`config.mk`:
```
export PLATFORM = sky130hd
export DESIGN_NAME = remote_comm
export DESIGN_NICKNAME = d
export VERILOG_FILES = /design/src/rtl/remote_comm_pkg.sv /design/src/rtl/remote_comm_uart.sv /design/src/rtl/remote_comm.sv
export SDC_FILE = /design/constraint.sdc
export NUM_CORES = 1
export LEC_CHECK = 0
export BUFFER_PORTS_ARGS = -buffer_cell sky130_fd_sc_hd__clkbuf_2
export CELL_PAD_IN_SITES_DETAIL_PLACEMENT = 1
export CELL_PAD_IN_SITES_GLOBAL_PLACEMENT = 1
export CORE_MARGIN = 5
export CORE_UTILIZATION = 45
export CTS_CLUSTER_DIAMETER = 200
export DETAILED_ROUTE_END_ITERATION = 10
export PLACE_DENSITY = 0.86
export SKIP_LAST_GASP = 1
export SLEW_MARGIN = 15
export SYNTH_ARGS = -nofsm -noshare
export SYNTH_HDL_FRONTEND = slang
export SYNTH_SLANG_ARGS = --single-unit
```
`constraint.sdc`:
```
create_clock -name clk -period 2.8 [get_ports clk]
set_input_delay 0 -clock clk [delete_from_list [all_inputs] [get_ports clk]]
set_output_delay 0 -clock clk [all_outputs]
set_load 0.005 [all_outputs]
```
`src/rtl/remote_comm_pkg.sv`:
```
// Shared constants and state encodings for the remote_comm robot command link.
package remote_comm_pkg;

  localparam int BAUD_DIV_DEFAULT = 2604;
  localparam int FRAME_BITS       = 10;

  typedef enum logic [2:0] {
    IDLE,
    SEND_HI,
    WAIT_HI,
    SEND_LO,
    WAIT_LO
  } cmdState_e;

  typedef enum logic {
    TX_IDLE,
    TX_BUSY
  } txState_e;

  typedef enum logic {
    RX_IDLE,
    RX_BUSY
  } rxState_e;

endpackage

```
`src/rtl/remote_comm_uart.sv`:
```
// 8N1 UART transmitter and receiver at BAUD_DIV clocks per bit.
// The two halves share only clock and reset and run independently of each other.
module uart
  import remote_comm_pkg::*;
#(
  parameter int BAUD_DIV = BAUD_DIV_DEFAULT
) (
  input  logic       clk,
  input  logic       rst,
  input  logic       trmt,
  input  logic [7:0] tx_data,
  output logic       tx_done,
  output logic       TX,
  input  logic       RX,
  output logic [7:0] rx_data,
  output logic       rx_rdy,
  input  logic       clr_rx_rdy
);

  localparam int            CW        = $clog2(BAUD_DIV + 1);
  localparam logic [CW-1:0] BAUD_LAST = CW'(BAUD_DIV - 1);
  localparam logic [CW-1:0] HALF_LAST = CW'(BAUD_DIV / 2 - 1);
  localparam logic [3:0]    STOP_IDX  = 4'(FRAME_BITS - 1);

  txState_e      r_txState;
  txState_e      w_txNext;
  logic [CW-1:0] r_txBaud;
  logic [3:0]    r_txBit;
  logic [9:0]    r_txShift;
  logic          w_txBitEnd;

  assign w_txBitEnd = (r_txState == TX_BUSY) && (r_txBaud == BAUD_LAST);
  assign tx_done    = w_txBitEnd && (r_txBit == STOP_IDX);
  assign TX         = r_txShift[0];

  always_ff @(posedge clk or posedge rst) begin
    if (rst) r_txState <= TX_IDLE;
    else     r_txState <= w_txNext;
  end

  always_comb begin
    w_txNext = r_txState;
    case (r_txState)
      TX_IDLE: if (trmt)    w_txNext = TX_BUSY;
      TX_BUSY: if (tx_done) w_txNext = TX_IDLE;
      default:              w_txNext = TX_IDLE;
    endcase
  end

  // The shift register fills with ones, so TX rests high after a frame and after reset.
  always_ff @(posedge clk or posedge rst) begin
    if (rst) begin
      r_txShift <= '1;
      r_txBaud  <= '0;
      r_txBit   <= '0;
    end else if (r_txState == TX_IDLE) begin
      if (trmt) begin
        r_txShift <= {1'b1, tx_data, 1'b0};
        r_txBaud  <= '0;
        r_txBit   <= '0;
      end
    end else if (w_txBitEnd) begin
      r_txShift <= {1'b1, r_txShift[9:1]};
      r_txBaud  <= '0;
      r_txBit   <= r_txBit + 4'd1;
    end else begin
      r_txBaud <= r_txBaud + 1'b1;
    end
  end

  rxState_e      r_rxState;
  rxState_e      w_rxNext;
  logic          r_rxSync1;
  logic          r_rxSync2;
  logic          r_rxPrev;
  logic [CW-1:0] r_rxBaud;
  logic [3:0]    r_rxBit;
  logic [7:0]    r_rxShift;
  logic          w_rxStart;
  logic          w_rxSample;
  logic          w_rxAbort;
  logic          w_rxDone;

  assign w_rxStart  = (r_rxState == RX_IDLE) && r_rxPrev && !r_rxSync2;
  assign w_rxSample = (r_rxState == RX_BUSY) && (r_rxBaud == '0);
  assign w_rxAbort  = w_rxSample && (r_rxBit == 4'd0) && r_rxSync2;
  assign w_rxDone   = w_rxSample && (r_rxBit == STOP_IDX);

  always_ff @(posedge clk or posedge rst) begin
    if (rst) r_rxState <= RX_IDLE;
    else     r_rxState <= w_rxNext;
  end

  // A start bit that reads high at its mid-bit sample was a glitch and is dropped.
  always_comb begin
    w_rxNext = r_rxState;
    case (r_rxState)
      RX_IDLE: if (w_rxStart)             w_rxNext = RX_BUSY;
      RX_BUSY: if (w_rxAbort || w_rxDone) w_rxNext = RX_IDLE;
      default:                            w_rxNext = RX_IDLE;
    endcase
  end

  always_ff @(posedge clk or posedge rst) begin
    if (rst) begin
      r_rxSync1 <= 1'b1;
      r_rxSync2 <= 1'b1;
      r_rxPrev  <= 1'b1;
    end else begin
      r_rxSync1 <= RX;
      r_rxSync2 <= r_rxSync1;
      r_rxPrev  <= r_rxSync2;
    end
  end

  // First sample lands half a bit after the detected edge, then once per bit period.
  always_ff @(posedge clk or posedge rst) begin
    if (rst) begin
      r_rxBaud  <= '0;
      r_rxBit   <= '0;
      r_rxShift <= '0;
    end else if (w_rxStart) begin
      r_rxBaud <= HALF_LAST;
      r_rxBit  <= '0;
    end else if (w_rxSample) begin
      r_rxBaud <= BAUD_LAST;
      r_rxBit  <= r_rxBit + 4'd1;
      if (r_rxBit != 4'd0 && r_rxBit != STOP_IDX)
        r_rxShift <= {r_rxSync2, r_rxShift[7:1]};
    end else if (r_rxState == RX_BUSY) begin
      r_rxBaud <= r_rxBaud - 1'b1;
    end
  end

  always_ff @(posedge clk or posedge rst) begin
    if (rst) begin
      rx_data <= 8'h00;
      rx_rdy  <= 1'b0;
    end else if (w_rxDone) begin
      rx_data <= r_rxShift;
      rx_rdy  <= 1'b1;
    end else if (clr_rx_rdy || w_rxStart) begin
      rx_rdy <= 1'b0;
    end
  end

endmodule

```
`src/rtl/remote_comm.sv`:
```
// Sends a 16-bit command to the robot as two UART bytes, high byte first,
// and exposes the most recent response byte received from it.
module remote_comm
  import remote_comm_pkg::*;
#(
  parameter int BAUD_DIV = BAUD_DIV_DEFAULT
) (
  input  logic        clk,
  input  logic        rst,
  input  logic        RX,
  output logic        TX,
  input  logic [15:0] cmd,
  input  logic        send_cmd,
  output logic        cmd_sent,
  output logic [7:0]  resp,
  output logic        resp_rdy,
  input  logic        clr_rx_rdy
);

  cmdState_e   r_state;
  cmdState_e   w_nextState;
  logic [15:0] r_cmd;
  logic        r_cmdSent;
  logic        w_trmt;
  logic [7:0]  w_txData;
  logic        w_txDone;
  logic        w_accept;

  assign w_accept = (r_state == IDLE) && send_cmd;
  assign cmd_sent = r_cmdSent;

  uart #(.BAUD_DIV(BAUD_DIV)) uUart (
    .clk       (clk),
    .rst       (rst),
    .trmt      (w_trmt),
    .tx_data   (w_txData),
    .tx_done   (w_txDone),
    .TX        (TX),
    .RX        (RX),
    .rx_data   (resp),
    .rx_rdy    (resp_rdy),
    .clr_rx_rdy(clr_rx_rdy)
  );

  always_ff @(posedge clk or posedge rst) begin
    if (rst) r_state <= IDLE;
    else     r_state <= w_nextState;
  end

  always_comb begin
    w_nextState = r_state;
    w_trmt      = 1'b0;
    w_txData    = r_cmd[15:8];
    case (r_state)
      IDLE:    if (send_cmd) w_nextState = SEND_HI;
      SEND_HI: begin
        w_trmt      = 1'b1;
        w_nextState = WAIT_HI;
      end
      WAIT_HI: if (w_txDone) w_nextState = SEND_LO;
      SEND_LO: begin
        w_trmt      = 1'b1;
        w_txData    = r_cmd[7:0];
        w_nextState = WAIT_LO;
      end
      WAIT_LO: if (w_txDone) w_nextState = IDLE;
      default: w_nextState = IDLE;
    endcase
  end

  // Requests arriving mid-command never reach the holding register.
  always_ff @(posedge clk or posedge rst) begin
    if (rst) begin
      r_cmd     <= 16'h0000;
      r_cmdSent <= 1'b0;
    end else begin
      if (w_accept) begin
        r_cmd     <= cmd;
        r_cmdSent <= 1'b0;
      end else if (r_state == WAIT_LO && w_txDone) begin
        r_cmdSent <= 1'b1;
      end
    end
  end

endmodule

```
==> results of run 1 <==
## cell type report
cell class,instances,share of cell area [%]
clock buffer,10,2.78
clock inverter,6,1.06
inverter,16,1.34
multi-input combinational,241,37.0
sequential,83,45.6
tap,108,2.95
timing repair buffer,60,9.22
## state kept, by name (all words and copies together), names as in the netlist
signal and cells:
uUart.r_rxBaud 12, cmd_sent 1, uUart.r_txBit 4, uUart.r_txBaud 12
uUart.r_rxPrev 1, uUart.rx_data 8, uUart.r_rxSync2 1, uUart.r_rxShift 8
r_state 3, uUart.r_rxState 1, uUart.r_txState 1, uUart.r_txShift 9
uUart.rx_rdy 1, uUart.r_rxBit 4, uUart.r_rxSync1 1, r_cmd 16
## per-stage QoR
stage | cells | total power [uW] | setup slack [ns] | util (%)
final | 524 | 3620 | 0.150 | 53.4
after global routing | 524 | 3850 | 0.0606 | 53.4
after CTS | 524 | 3590 | 0.171 | 53.4
after detailed placement | 488 | 2760 | 0.180 | 49.0
after global placement | 488 | 2660 | 0.258 | 49.0
after floorplan | 352 | 2500 | 0.346 | -
## worst paths after layout
path | startpoint | endpoint | slack (ns)
setup / recovery | uUart.r_rxBaud[3] | uUart.rx_data[4] | 0.15
setup reg to reg | uUart.r_rxBaud[3] | uUart.rx_data[4] | 0.15
hold reg to reg | uUart.r_rxSync1 | uUart.r_rxSync2 | 0.36
hold / removal | rst | uUart.r_rxState | 0.28
max in group asynchronous | rst | uUart.r_rxPrev | 1.66
min in group clk | RX | uUart.r_rxSync1 | 0.28
## cell families after synthesis
| kind of cell | Yosys count | share of synthesized area (%) |
|---|---|---|
| buffers and inverters | 28 | 2.89 |
| and+or+nand+nor | 107 | 14.8 |
| muxes | 46 | 13.0 |
| xor gates and xnor gates | 9 | 2.02 |
| DFF | 83 | 53.6 |
| AOI/OAI and AO/OA | 71 | 11.0 |
| adders and majority gates | 8 | 2.57 |
## metal layers
metal / GRT usage (%) / up-vias
met5: 0 / -
li1: - / 1379
met2: 35.8 / 42
met1: 24.5 / 1483
met3: 3.11 / 20
met4: 8.57 / 0
## cell usage in the layout, fill, tap and decap left out, drive strengths merged, types with 2 or more instances in the layout
master	netlist	final
o22ai	2	2
or4	2	2
a31o	2	2
buf	1	9
xnor2	7	7
a31oi	3	3
mux2i	7	7
o311ai	2	2
nor2	19	19
nor3	9	9
dlygate4sd3	0	20
nand4	2	2
nor3b	3	3
dfrtp	71	71
inv	16	18
nand3b	5	5
clkinvlp	0	3
nor4b	2	2
nor4	7	7
ha	8	8
a2bb2oi	2	2
or3	5	5
a211oi	4	4
xor2	2	2
dfstp	12	12
a21oi	14	14
clkbuf	11	41
o21a	2	2
o21ai	31	31
nand2	33	33
mux2	39	39
nand3	12	12
## critical path, stage by stage (launching register included)
cell	delay (ns)
dfrtp_1	0.46
or4_4	0.58
or4b_4	0.61
nor3_4	0.47
mux2_2	0.40
## report_power, final
part / leakage, uW / switching [uW] / internal, uW / total [uW]
logic: 0.000971 / 472 / 474 / 946
registers: 0.00103 / 308 / 1550 / 1860
clock network: 0.0000799 / 479 / 332 / 810
total: 0.00209 / 1260 / 2360 / 3620
==> metrics.txt, run 1 <==
status=complete, no violations; CTS Hold Bufs=20; area of the multi-input gates=1700 um^2; Fin. Hold Viols=0; clk slew on worst S/H paths=0.09 ns; Tmin final=2.65 ns; period utilization=94.6%; top routing layer in use=met4; die width=103 um; htree depth=3; crit path DAT=2.90 ns; Clock Skews=a little under 0.005 ns; hold slack=approximately 0.28 ns; Metal-1 WL=4130 um; asr flop ratio synth=100%; Chip Height=103 um; syn_nets=381; gpl congestion=0.860; Tot GR Track Use=20.3%; RSZ-0062 raised after global routing=false; # fillers=around 900; Finished Cell Area=roughly 4600 um^2; top cells by area, synth=dfrtp_1 (46%), mux2_2 (11%), dfstp_2 (8.1%), o21ai_0 (4.0%), nand2_1 (3.2%); CTS tree=built; Final ANT Viol Nets=0; Crit. End Element=flop; mapped cell area=3900 um^2; Reg2Reg Depth=4; Yosys warning count=0; crit-path max FO=11; Slew @ Worst Pin=0.778 ns; first-pass GRT wire length=16,500 um; initial antenna violation count=0; Syn Area/Cell=11.1 um^2; Pwr per Cell Area=789 nW/um^2; Vias=2,924; Layout area overhead=17.5%; # clock sinks=83; CP Launch Type=flop; Worst-Skew Late Latency=0.37 ns; largest net degree at the start of global routing=44; VDD IR max=0.000529 V; post-synth cell types=51; CTS resizes=0; dpl hpwl=roughly 6300 um; setup bufs post-CTS=0; routed length on met2=5170 um; Yosys top cell area share=between 40% and 50%; critical path type=flop to flop; Syn Inst Count=352; Ant. Diodes=0; Reg area=about 2100 um^2; Routed WL per cell=18.6 um; die area=10,600 um^2; Post-synth top cells=dfrtp_1 (71), mux2_2 (39), nand2_1 (33); clk root buf=clkbuf_8; residual DRC count=0; Final #Nets=440; Lkg Pwr=approximately 0.0021 uW; first-pass iteration count of the detailed router=4; vias in the first global route=3,217; Synth Register Bits=83; setup TNS=0 ns; EDFF count, synth=0; Max-Cap Viols=0; Crit path required time=between 3 and 4 ns; grt total ovfl=0; placed cell areas=about 4200 um^2; num rows=34; core area=8590 um^2; sequential area share after synthesis=53.6%; initial core utilization=45.4%; WL final=9750 um; Top FF cell, synth=dfrtp_1; layout cells sized above 1=28.4%; num ports=32; post-DR vias/cell=5.58; HP Class=input pin to asynchronous set/reset pin; Final setup viols=0; Max Clock Freq=377 MHz; CTS Buffer Depth=2; Synth area leader=dfrtp_1; Inserted Clock Buffers=9; Final Max Tran Viols=0; met3 wire len=slightly below 200 um; max_slew headroom=around 48%; most common cell in the netlist=dfrtp_1; Port Buffers=31; Detailed Route Iter0 Violations=approximately 140
Note: power is estimated with default switching activity, not from simulation.
==> inputs of run 2 (changes only) <==
--- a/config.mk
+++ b/config.mk
@@ -13,6 +13,7 @@
 export CTS_CLUSTER_DIAMETER = 200
 export DETAILED_ROUTE_END_ITERATION = 10
 export PLACE_DENSITY = 0.86
+export RECOVER_POWER = 50
 export SKIP_LAST_GASP = 1
 export SLEW_MARGIN = 15
 export SYNTH_ARGS = -nofsm -noshare
==> run 2 against run 1 <==
Effect of this change: the run now ends with max-capacitance violations, max-slew violations left; combinational power about the same; clock-buffer cell count unchanged; sequential power about the same; fmax decreased by 0.25%; clock skew about the same; clock power about the same; final area decreased by 0.30%; routed wire length decreased by 0.27%; global-route usage unchanged; worst setup slack got worse by 0.0066 ns; die area unchanged; critical path depth unchanged; critical path type unchanged.
==> metrics.txt, run 2 (synthesized netlist as in run 1, its figures left out) <==
Reg-to-Reg Start=uUart.r_rxBaud[3]; most common cell after layout, fill and taps aside=dfrtp_1; CP Launch Type=flop; slowest CP cell=or4b_4; Slew @ Worst Pin=1.97 ns (+1.19 ns); Layout area overhead=17.2%; layout cells sized above 1=26.2% (-2.2 points); Hold Path Cell Cnt=2; Worst-Skew Late Latency=0.36 ns (about the same); die width=103 um (unchanged); largest net degree at the start of global routing=44 (unchanged); HP Class=input pin to flop; worst path cell trace=or4_4, or4b_4, nor3_4, mux2_2; Fin. Hold Viols=0 (unchanged); delay-heaviest family, CP=simple AND/OR/NAND/NOR gates; CTS tree=built; setup bufs post-CTS=0 (unchanged); gpl congestion=0.860 (unchanged); # clock sinks=83 (unchanged); period utilization=94.9% (+0.24 points); dpl hpwl=6250 um (unchanged); clk root buf=clkbuf_8; biggest regs=r_cmd (16), uUart.r_rxBaud (12), uUart.r_txBaud (12); status=complete, but fails checks; Final #Nets=440 (unchanged); Max Clock Freq=376 MHz (-0.25%); setup TNS=0 ns (unchanged); RSZ-0062 raised after global routing=false; Clock Skews=0.00495 ns (+0.0000840 ns); first-pass iteration count of the detailed router=4 (unchanged); flop2flop setup slack=0.14 ns (about the same); Detailed Route Iter0 Violations=149 (+8.8%); core area=8590 um^2 (unchanged); Crit. End Element=flop; Buf/Inv on CP=0 (unchanged); WL final=9720 um (-0.27%); Max-Cap Viols=1 (+1); max_slew headroom=-31.8% (-80 points); die area=10,600 um^2 (unchanged); crit-path max FO=11 (unchanged); Port Buffers=31 (unchanged); Routed WL per cell=18.5 um (-0.27%); Final ANT Viol Nets=0 (unchanged); Reg2Reg Depth=4 (unchanged); num rows=34 (unchanged); Final Max Tran Viols=44 (+44); Hold Startpoint=RX; worst setup margin=0.143 ns (-0.00662 ns); htree depth=3 (unchanged); residual DRC count=0 (unchanged); Vias=2,930 (+0.21%); VDD IR max=0.000529 V (-0.11%); first-pass GRT wire length=16,500 um (unchanged); violated checks=max-capacitance violations, max-slew violations; Inserted Clock Buffers=9 (unchanged); Tmin final=2.66 ns (+0.00662 ns); clk slew on worst S/H paths=0.09 ns (about the same); Largest Register=r_cmd; Worst R2R End=uUart.rx_data[4]; initial core utilization=45.4% (unchanged); critical path type=flop to flop; Power Total=3610 uW (about the same); post-DR vias/cell=5.59 (+0.21%); crit path DAT=2.91 ns (about the same); Ant. Diodes=0 (unchanged); vias in the first global route=3,217 (unchanged); Crit path required time=3.05 ns (about the same); Lkg Pwr=0.00206 uW (-1.4%); Largest stage delay, worst path=0.61 ns (about the same); commonest non-fill, non-tap cells in the layout=dfrtp_1 (71), mux2_2 (39), nand2_1 (33), o21ai_0 (31), clkbuf_2 (26); num ports=32 (unchanged); CTS Buffer Depth=2 (unchanged); initial antenna violation count=0 (unchanged); worst hold endpoint=uUart.r_rxSync1; max reg flops=16 (unchanged); Pwr per Cell Area=790 nW/um^2 (+0.21%); worst slack, placed=0.180 ns (unchanged); grt total ovfl=0 (unchanged); Final setup viols=0 (unchanged); Chip Height=103 um (unchanged); Tot GR Track Use=20.3% (unchanged)
## run 2: changes by cell type in the layout (fill, tap and decap cells not counted), sizes merged
cell and delta:
clkinvlp +1, buf -2, clkbuf +2, clkinv -1
## run 2: worst reg2reg max path, cell delays in order (launching register included)
cell     delay, ns
dfrtp_1       0.47
or4_4         0.58
or4b_4        0.61
nor3_4        0.48
mux2_2        0.41
## run 2: metrics by stage
stage / std cells / area [um^2] / utilization [%] / hold slack [ns]
floorplan: 352 / 3900 / - / 0.00448
global placement: 488 / 4210 / 49.0 / 0.0877
detailed placement: 488 / 4210 / 49.0 / 0.0956
CTS: 524 / 4590 / 53.4 / 0.255
global route: 524 / 4570 / 53.2 / 0.253
finish: 524 / 4570 / 53.2 / 0.279
## run 2: per-layer routing
layer	global-route usage (%)	wire [um]	vias up
met2	35.8	5200	38
met4	8.57	223	0
met1	24.5	4100	1488
met5	0	0	-
li1	-	-	1386
met3	3.11	191	18
## run 2: how the worst max path moves through the flow
| stage | startpoint | endpoint | slack, ns | cells past startpoint |
|---|---|---|---|---|
| CTS | uUart.r_rxBaud[3] | uUart.rx_data[4] | 0.17 | 4 |
| global route | uUart.r_rxBaud[3] | uUart.rx_data[4] | 0.06 | 4 |
| global placement | uUart.r_rxBaud[3] | uUart.rx_data[4] | 0.26 | 4 |
| floorplan | uUart.r_rxBaud[3] | uUart.r_rxShift[0] | 0.35 | 5 |
| detailed placement | uUart.r_rxBaud[3] | uUart.rx_data[3] | 0.18 | 4 |
| finish | uUart.r_rxBaud[3] | uUart.rx_data[4] | 0.14 | 4 |
## run 2: what timing repair did
action | in CTS | in global routing
hold endpoints to repair | 52 | 0
hold buffers | 20 | 0
gates resized for setup | 0 | 0
## run 2: layout make-up
cell class	count	area (um^2)
well taps	108	135
fillers	929	4020
flip-flops and latches	83	2090
repair buffers	60	409
inverters	16	61.3
clock buffers	10	128
multi-input cells	241	1700
clock inverters	6	48.8
## run 2: power by group
group,internal [uW],total [uW],switching (uW)
Sequential,1550,1860,310
Combinational,473,944,471
Clock,332,807,475
